## config.mk

```make
export PLATFORM = sky130hd
export DESIGN_NAME = dense_argmax_classifier
export DESIGN_NICKNAME = d
export VERILOG_FILES = /design/src/rtl/dense_argmax_classifier.sv
export SDC_FILE = /design/constraint.sdc
export NUM_CORES = 1
export LEC_CHECK = 0
export BUFFER_PORTS_ARGS = -buffer_cell sky130_fd_sc_hd__buf_2
export CAP_MARGIN = 20
export CORE_ASPECT_RATIO = 0.6
export CORE_UTILIZATION = 50
export DETAILED_ROUTE_END_ITERATION = 8
export HOLD_SLACK_MARGIN = 0.06
export PLACE_DENSITY = 0.73
export SYNTH_ARGS = -nofsm -noshare
export SYNTH_HDL_FRONTEND = slang
export SYNTH_SLANG_ARGS = --single-unit
```

## constraint.sdc

```tcl
create_clock -name clk -period 3.2 [get_ports clk]
set_input_delay 0.48 -clock clk [delete_from_list [all_inputs] [get_ports clk]]
set_output_delay 0.48 -clock clk [all_outputs]
set_load 0.005 [all_outputs]
```

## src/rtl/dense_argmax_classifier.sv

```systemverilog
// Sweeps the dense layer's output BRAM once after it reports done and keeps the
// signed maximum and its index; the result is sticky until reset.
module dense_argmax_classifier #(
  parameter int neuron         = 100,
  parameter int integer_width  = 10,
  parameter int fraction_width = 10,
  parameter int read_latency   = 2
) (
  input  logic                                    clk,
  input  logic                                    reset,
  input  logic                                    enableOperation,
  output logic [6:0]                              dense_output_address,
  output logic                                    dense_output_enable,
  input  logic [integer_width+fraction_width-1:0] dense_output_data,
  output logic [6:0]                              class_index,
  output logic [integer_width+fraction_width-1:0] max_value,
  output logic                                    done
);

  localparam int         W    = integer_width + fraction_width;
  localparam logic [6:0] LAST = 7'(neuron - 1);

  typedef enum logic [1:0] {
    S_IDLE,
    S_SWEEP,
    S_DRAIN,
    S_DONE
  } state_t;

  state_t                  state_q, state_d;
  logic [6:0]              addr_q, addr_d;
  logic                    en_q, en_d;
  logic                    done_q, done_d;
  logic [W-1:0]            max_q, max_d;
  logic [6:0]              idx_q, idx_d;
  logic [read_latency-1:0] vld_q;
  logic [6:0]              tag_q [read_latency];

  logic                    iss_v;
  logic [6:0]              iss_t;
  logic                    cons_v;
  logic [6:0]              cons_t;

  // The tag leaving the last stage identifies the sample on dense_output_data now.
  assign cons_v = vld_q[read_latency-1];
  assign cons_t = tag_q[read_latency-1];

  always_ff @(posedge clk or posedge reset) begin
    if (reset) begin
      state_q <= S_IDLE;
      addr_q  <= '0;
      en_q    <= 1'b0;
      done_q  <= 1'b0;
      max_q   <= '0;
      idx_q   <= '0;
      vld_q   <= '0;
      for (int i = 0; i < read_latency; i++) tag_q[i] <= '0;
    end else begin
      state_q  <= state_d;
      addr_q   <= addr_d;
      en_q     <= en_d;
      done_q   <= done_d;
      max_q    <= max_d;
      idx_q    <= idx_d;
      vld_q[0] <= iss_v;
      tag_q[0] <= iss_t;
      for (int i = 1; i < read_latency; i++) begin
        vld_q[i] <= vld_q[i-1];
        tag_q[i] <= tag_q[i-1];
      end
    end
  end

  always_comb begin
    state_d = state_q;
    addr_d  = addr_q;
    en_d    = en_q;
    done_d  = done_q;
    max_d   = max_q;
    idx_d   = idx_q;
    iss_v   = 1'b0;
    iss_t   = addr_q;

    // Index 0 seeds the running maximum; ties keep the earlier index.
    if (cons_v) begin
      if ((cons_t == 7'd0) || ($signed(dense_output_data) > $signed(max_q))) begin
        max_d = dense_output_data;
        idx_d = cons_t;
      end
    end

    case (state_q)
      S_IDLE: begin
        if (enableOperation) begin
          addr_d  = '0;
          en_d    = 1'b1;
          iss_v   = 1'b1;
          iss_t   = '0;
          state_d = (LAST == 7'd0) ? S_DRAIN : S_SWEEP;
        end
      end
      S_SWEEP: begin
        addr_d = addr_q + 7'd1;
        iss_v  = 1'b1;
        iss_t  = addr_q + 7'd1;
        if (addr_q + 7'd1 == LAST) state_d = S_DRAIN;
      end
      S_DRAIN: begin
        en_d = 1'b0;
        if (cons_v && (cons_t == LAST)) begin
          done_d  = 1'b1;
          state_d = S_DONE;
        end
      end
      S_DONE: begin
        en_d = 1'b0;
      end
      default: state_d = S_IDLE;
    endcase
  end

  assign dense_output_address = addr_q;
  assign dense_output_enable  = en_q;
  assign class_index          = idx_q;
  assign max_value            = max_q;
  assign done                 = done_q;

endmodule
```

# After elaboration in Yosys (flattened, before gate mapping)
# Index checks and enable logic that the tools add are counted.
[op_classes]
n_addsub = 1
n_lt_le_gt_ge = 1
eq_ne = 8
mux = 10
n_reduce_logical = 13
[ops]
columns = ["cell", "n"]
rows = [
  ["greater-than comparator 20 bit", 1],
  ["equality test 7 bit, second input constant", 2],
  ["one-hot mux 7 bit (2 select lines)", 1],
  ["AND reduction 2 bit", 4],
  ["adder 7 x 1 -> 7 bit, second input constant", 1],
  ["zero test 7 bit", 1],
  ["2-to-1 mux 7 bit", 1],
  ["2-to-1 mux 2 bit", 3],
  ["inequality test 2 bit, second input constant", 3],
  ["one-hot mux 2 bit (3 select lines)", 1],
  ["equality test 2 bit, second input constant", 2],
  ["one-hot mux 1 bit (2 select lines)", 2],
  ["AND reduction 4 bit", 1],
  ["nonzero test 2 bit", 2],
  ["nonzero test 3 bit", 1],
  ["equality test 2 x 1 -> 1 bit, second input constant", 1],
  ["zero test 2 bit", 1],
  ["2-to-1 mux 1 bit", 2],
  ["OR reduction 2 bit", 1],
  ["logical AND 1 bit", 1],
  ["logical OR 1 bit", 1],
]
[totals]
ff_bits = 47
in_bits = 23
out_inout_bits = 36
word_cells = 41

# Longest topological paths before layout
[depth]
depth_word = 4
depth_mapped = 10
depth_no_buf = 8

# Worst setup path before layout
# Ideal clock, no wire load.
[synth_path]
path_type = "input-to-reg"
start = "input dense_output_data[15]"
end = "register max_q[0] (netlist: max_value[0])"
setup_time_ps = 126
t_arrival_ps = 2176
required_ps = 3074
path_slack_ps = 898
path_stages = 8
n_path_buf = 1
cell_sequence = "ha_1 nand4_1 nor3_1 a22o_1 a211o_1 buf_4 a221o_1 a221o_1"
[synth_between]
elab_chain_len = 3
[synth_lines]
columns = ["element", "line_no", "text"]
rows = [
  ["from (decl)", "14", "input logic [integer_width+fraction_width-1:0] dense_output_data,"],
  ["greater-than comparator 20 bit", "86", "if ((cons_t == 7'd0) || ($signed(dense_output_data) > $signed(max_q))) begin"],
  ["logical OR 1 bit", "86", ""],
  ["AND reduction 2 bit (no source line)", "n/a", ""],
  ["to (signal assigned)", "63", "max_q <= max_d;"],
  ["to (decl)", "34", "logic [W-1:0] max_q, max_d;"],
]
# No other way between the ends.
# A chain may end at the register's enable or synchronous reset.

# Worst setup path after layout
[layout_path]
start = "register max_q[15] (netlist: max_value[15])"
end = "register max_q[15] (netlist: max_value[15])"
[layout_between]
elab_chain_len = 3
[layout_lines]
columns = ["element", "line_no"]
rows = [
  ["greater-than comparator 20 bit", "86"],
  ["logical OR 1 bit", "86"],
  ["AND reduction 2 bit (no source line)", "n/a"],
]
# No other way between the ends.

==> flow_summary_export.csv <==
group,metric,value,unit
status,status,"completed",
logic_synthesis,netlist_top_cells_area,"dfrtp_1 35%, ha_1 9.9%, a22oi_1 7.7%",
logic_synthesis,syn-cell-area,3400,um^2
floorplanning,initial_core_util,53.7,%
placed_design,gp_congestion,0.828,
critical_path,slowest_delay,0.45,ns
timing,rsz0062_at_grt,"false",
drt,wirelength,8520,um
timing,slew_headroom,44.0,%
logic_synthesis,synth_nets,408,
hold_path,hold_start,"vld_q[0]",
critical_path,crit_buf_inv,2,
critical_path,crit_end,"max_value[15]",
timing,tns,0,ns
critical_path,path_max_fanout,14,
clocking,clk_latency,0.29,ns
pwr,p_leak,1.89,nW
drt,via_per_inst,6.31,
clocking,clk_pin_slew,0.06,ns
drt,post-route-drc-count,0,
clocking,post_cts_buffers,0,
final_layout,layout_common_cells,"58 x buf_2, 47 x dfrtp_1, 39 x nand2_1, 35 x a22oi_1, 27 x ha_1",
run,cap_violations,0,
logic_synthesis,ys_ff_latch,47,
logic_synthesis,yosys.cell_types.count,48,
clocking,cts_resized,0,
timing,worst_pin_slew,0.840,ns
critical_path,cp-start-kind,"register",
grt,grt_max_degree,48,
drt,first_pass_iters,4,
clocking,cts_made_buffers,5,
grt,antenna_found_initial,0,
logic_synthesis,synth_top_cell_area_share,34.6,%
grt,grt_overflow,0,
floorplanning,rows,22,
logic_synthesis,synth_warnings,0,
critical_path,r2r-start,"max_value[15]",
critical_path,crit_chain,"inv_1 -> ha_1 -> nand4_1 -> nor4_4 -> a21boi_2 -> nand2_1 -> nand2_1 -> buf_4 -> a221o_1",
critical_path,r2r-end,"max_value[15]",
final_layout,mostFrequentLayoutCell,"buf_2",
final_layout,stdcell_count,497,
critical_path,cp_slowest_cell,"nor4_4",
timing,fin_skew,0.0101,ns
final_layout,nFillCells,564,
critical_path,critPathKind,"reg2reg",
clocking,cts_max_path_buffers,2,
floorplanning,ioPinCount,59,
final_layout,drive_above_1_share,24.2,%
drt,wire_per_inst,17.1,um
placed_design,dp_hpwl,6110,um
timing,finalCritPeriodShare,85.0,%
floorplanning,die_x,108,um
pwr,power_density,918,nW/um^2
timing,max_freq,0.368,GHz
clocking,clockRootBuffer,"clkbuf_16",
critical_path,reg2regPathDepth,9,
logic_synthesis,syn_inst,358,
floorplanning,die-area,7140,um^2
critical_path,r2r_setup_slack,0.48,ns
timing,slew_violations,0,
timing,finalSetupViolCount,0,
logic_synthesis,synth_edf_count,0,
critical_path,crit_family,"simple AND/OR/NAND/NOR gates",
floorplanning,dieHeight,65.9,um
critical_path,required,3.37,ns
critical_path,crit_cells,9,
grt,grt_pass1_wl,13800,um
final_layout,design_area,3960,um^2
critical_path,crit_start,"max_value[15]",
critical_path,arrival,2.89,ns
timing,period_needed,2.72,ns
hold_path,hold_class,"reg2reg",
pwr,peakVddDrop,398,uV
logic_synthesis,syn_area_per_cell,9.49,um^2
drt,ant_nets,0,
floorplanning,core_area,6330,um^2
final_layout,diodes,0,
logic_synthesis,ys_async_sr_fraction,100,%
logic_synthesis,synth-seq-area-share,34.6,%
final_layout,ff_latch_area,1180,um^2
final_layout,multiInputGateArea,1990,um^2
placed_design,post_dp_cell_area,3740,um^2
clocking,htreeDepth,2,
critical_path,critPathCaptureType,"register",
timing,hold_viol,0,
logic_synthesis,synth-main-ff-cell,"dfrtp_1",
final_layout,area_growth,16.6,%
grt,grtUsageTotal,24.9,%
drt,drt-initial-drc-count,233,
placed_design,io_buffers,58,
critical_path,cp_common_cell,"nand2_1",
logic_synthesis,synth_top_area_cell,"dfrtp_1",
drt,num_vias,3138,
final_layout,final_nets,462,
grt,grt_pass1_vias,2693,
placed_design,dp_cells,487,
clocking,cts_tree,"done",
clocking,cts_sinks,47,
synth_stat cells, types with 2 or more instances:
| library cell | instances |
|---|---|
| o211ai_1 | 2 |
| a22oi_1 | 35 |
| nand4_1 | 4 |
| buf_2 | 11 |
| inv_1 | 26 |
| a22o_1 | 3 |
| a221o_1 | 21 |
| a221oi_1 | 7 |
| clkbuf_1 | 7 |
| nor2_1 | 8 |
| o22ai_1 | 7 |
| a21oi_1 | 25 |
| o221a_2 | 7 |
| ha_1 | 27 |
| and3_1 | 2 |
| nand3_1 | 4 |
| mux2i_1 | 21 |
| a211o_1 | 3 |
| nand2_1 | 39 |
| nor2_2 | 2 |
| o32a_1 | 4 |
| a21oi_2 | 2 |
| buf_6 | 4 |
| dfrtp_1 | 47 |
| nor3_1 | 3 |
| a21o_1 | 2 |
| o21ai_0 | 13 |
| nor2b_1 | 2 |
metal layers:
metal | global-route usage, % | vias up | part of all wire (%)
li1 | - | 1481 | -
met1 | 39.4 | 1515 | 50
met2 | 34.6 | 135 | 41
met3 | 4.73 | 7 | 8.5
met4 | 4.56 | 0 | 0.60
met5 | 0 | - | 0
report_power, final:
| group | switching [mW] | internal, mW |
|---|---|---|
| clock | 0.226 | 0.447 |
| sequential | 0.215 | 0.779 |
| combinational | 1.03 | 0.946 |
| total | 1.47 | 2.17 |
how the worst min path moves through the flow:
stage,to,depth (start not counted)
finish,vld_q[1],0
global route,vld_q[1],0
CTS,vld_q[1],0
detailed placement,vld_q[1],0
global placement,vld_q[1],0
floorplan,vld_q[1],0
kinds of logic after synthesis:
group,Yosys count,share of synthesized area [%]
AOI/OAI and AO/OA,136,30.4
and+or+nand+nor,74,11.1
buffers and inverters,50,6.92
DFF,47,34.6
adders and majority gates,27,9.94
muxes,22,6.52
xor gates and xnor gates,2,0.516
layout make-up:
class	instances	area share, %
sequential	47	29.7
tap	84	2.65
inverter	26	2.46
timing repair buffer	71	10.2
clock inverter	3	1.70
multi-input combinational	261	50.2
clock buffer	5	3.16
what timing repair did:
item,CTS,global route
endpoints found under the hold margin,0,3
hold buffers,0,1
setup endpoints to repair,0,0
stage by stage:
step	worst slack [ns]	hold WS [ns]	util (%)	total power, mW
2_1_floorplan	0.898	0.331	-	2.40
3_3_place_gp	0.432	0.338	59.1	2.89
3_5_place_dp	0.356	0.346	59.1	2.95
4_1_cts	0.477	0.361	62.1	3.63
5_1_grt	0.327	0.371	62.6	3.92
6_report	0.481	0.359	62.6	3.64
registers in the layout, summed over array words and instances, names as in the netlist:
signal and count:
vld_q 2, dense_output_enable 1, tag_q 7, state_q 2, max_value 20, done 1
cons_t 7, class_index 7
Note: power is estimated with default switching activity, not from simulation.
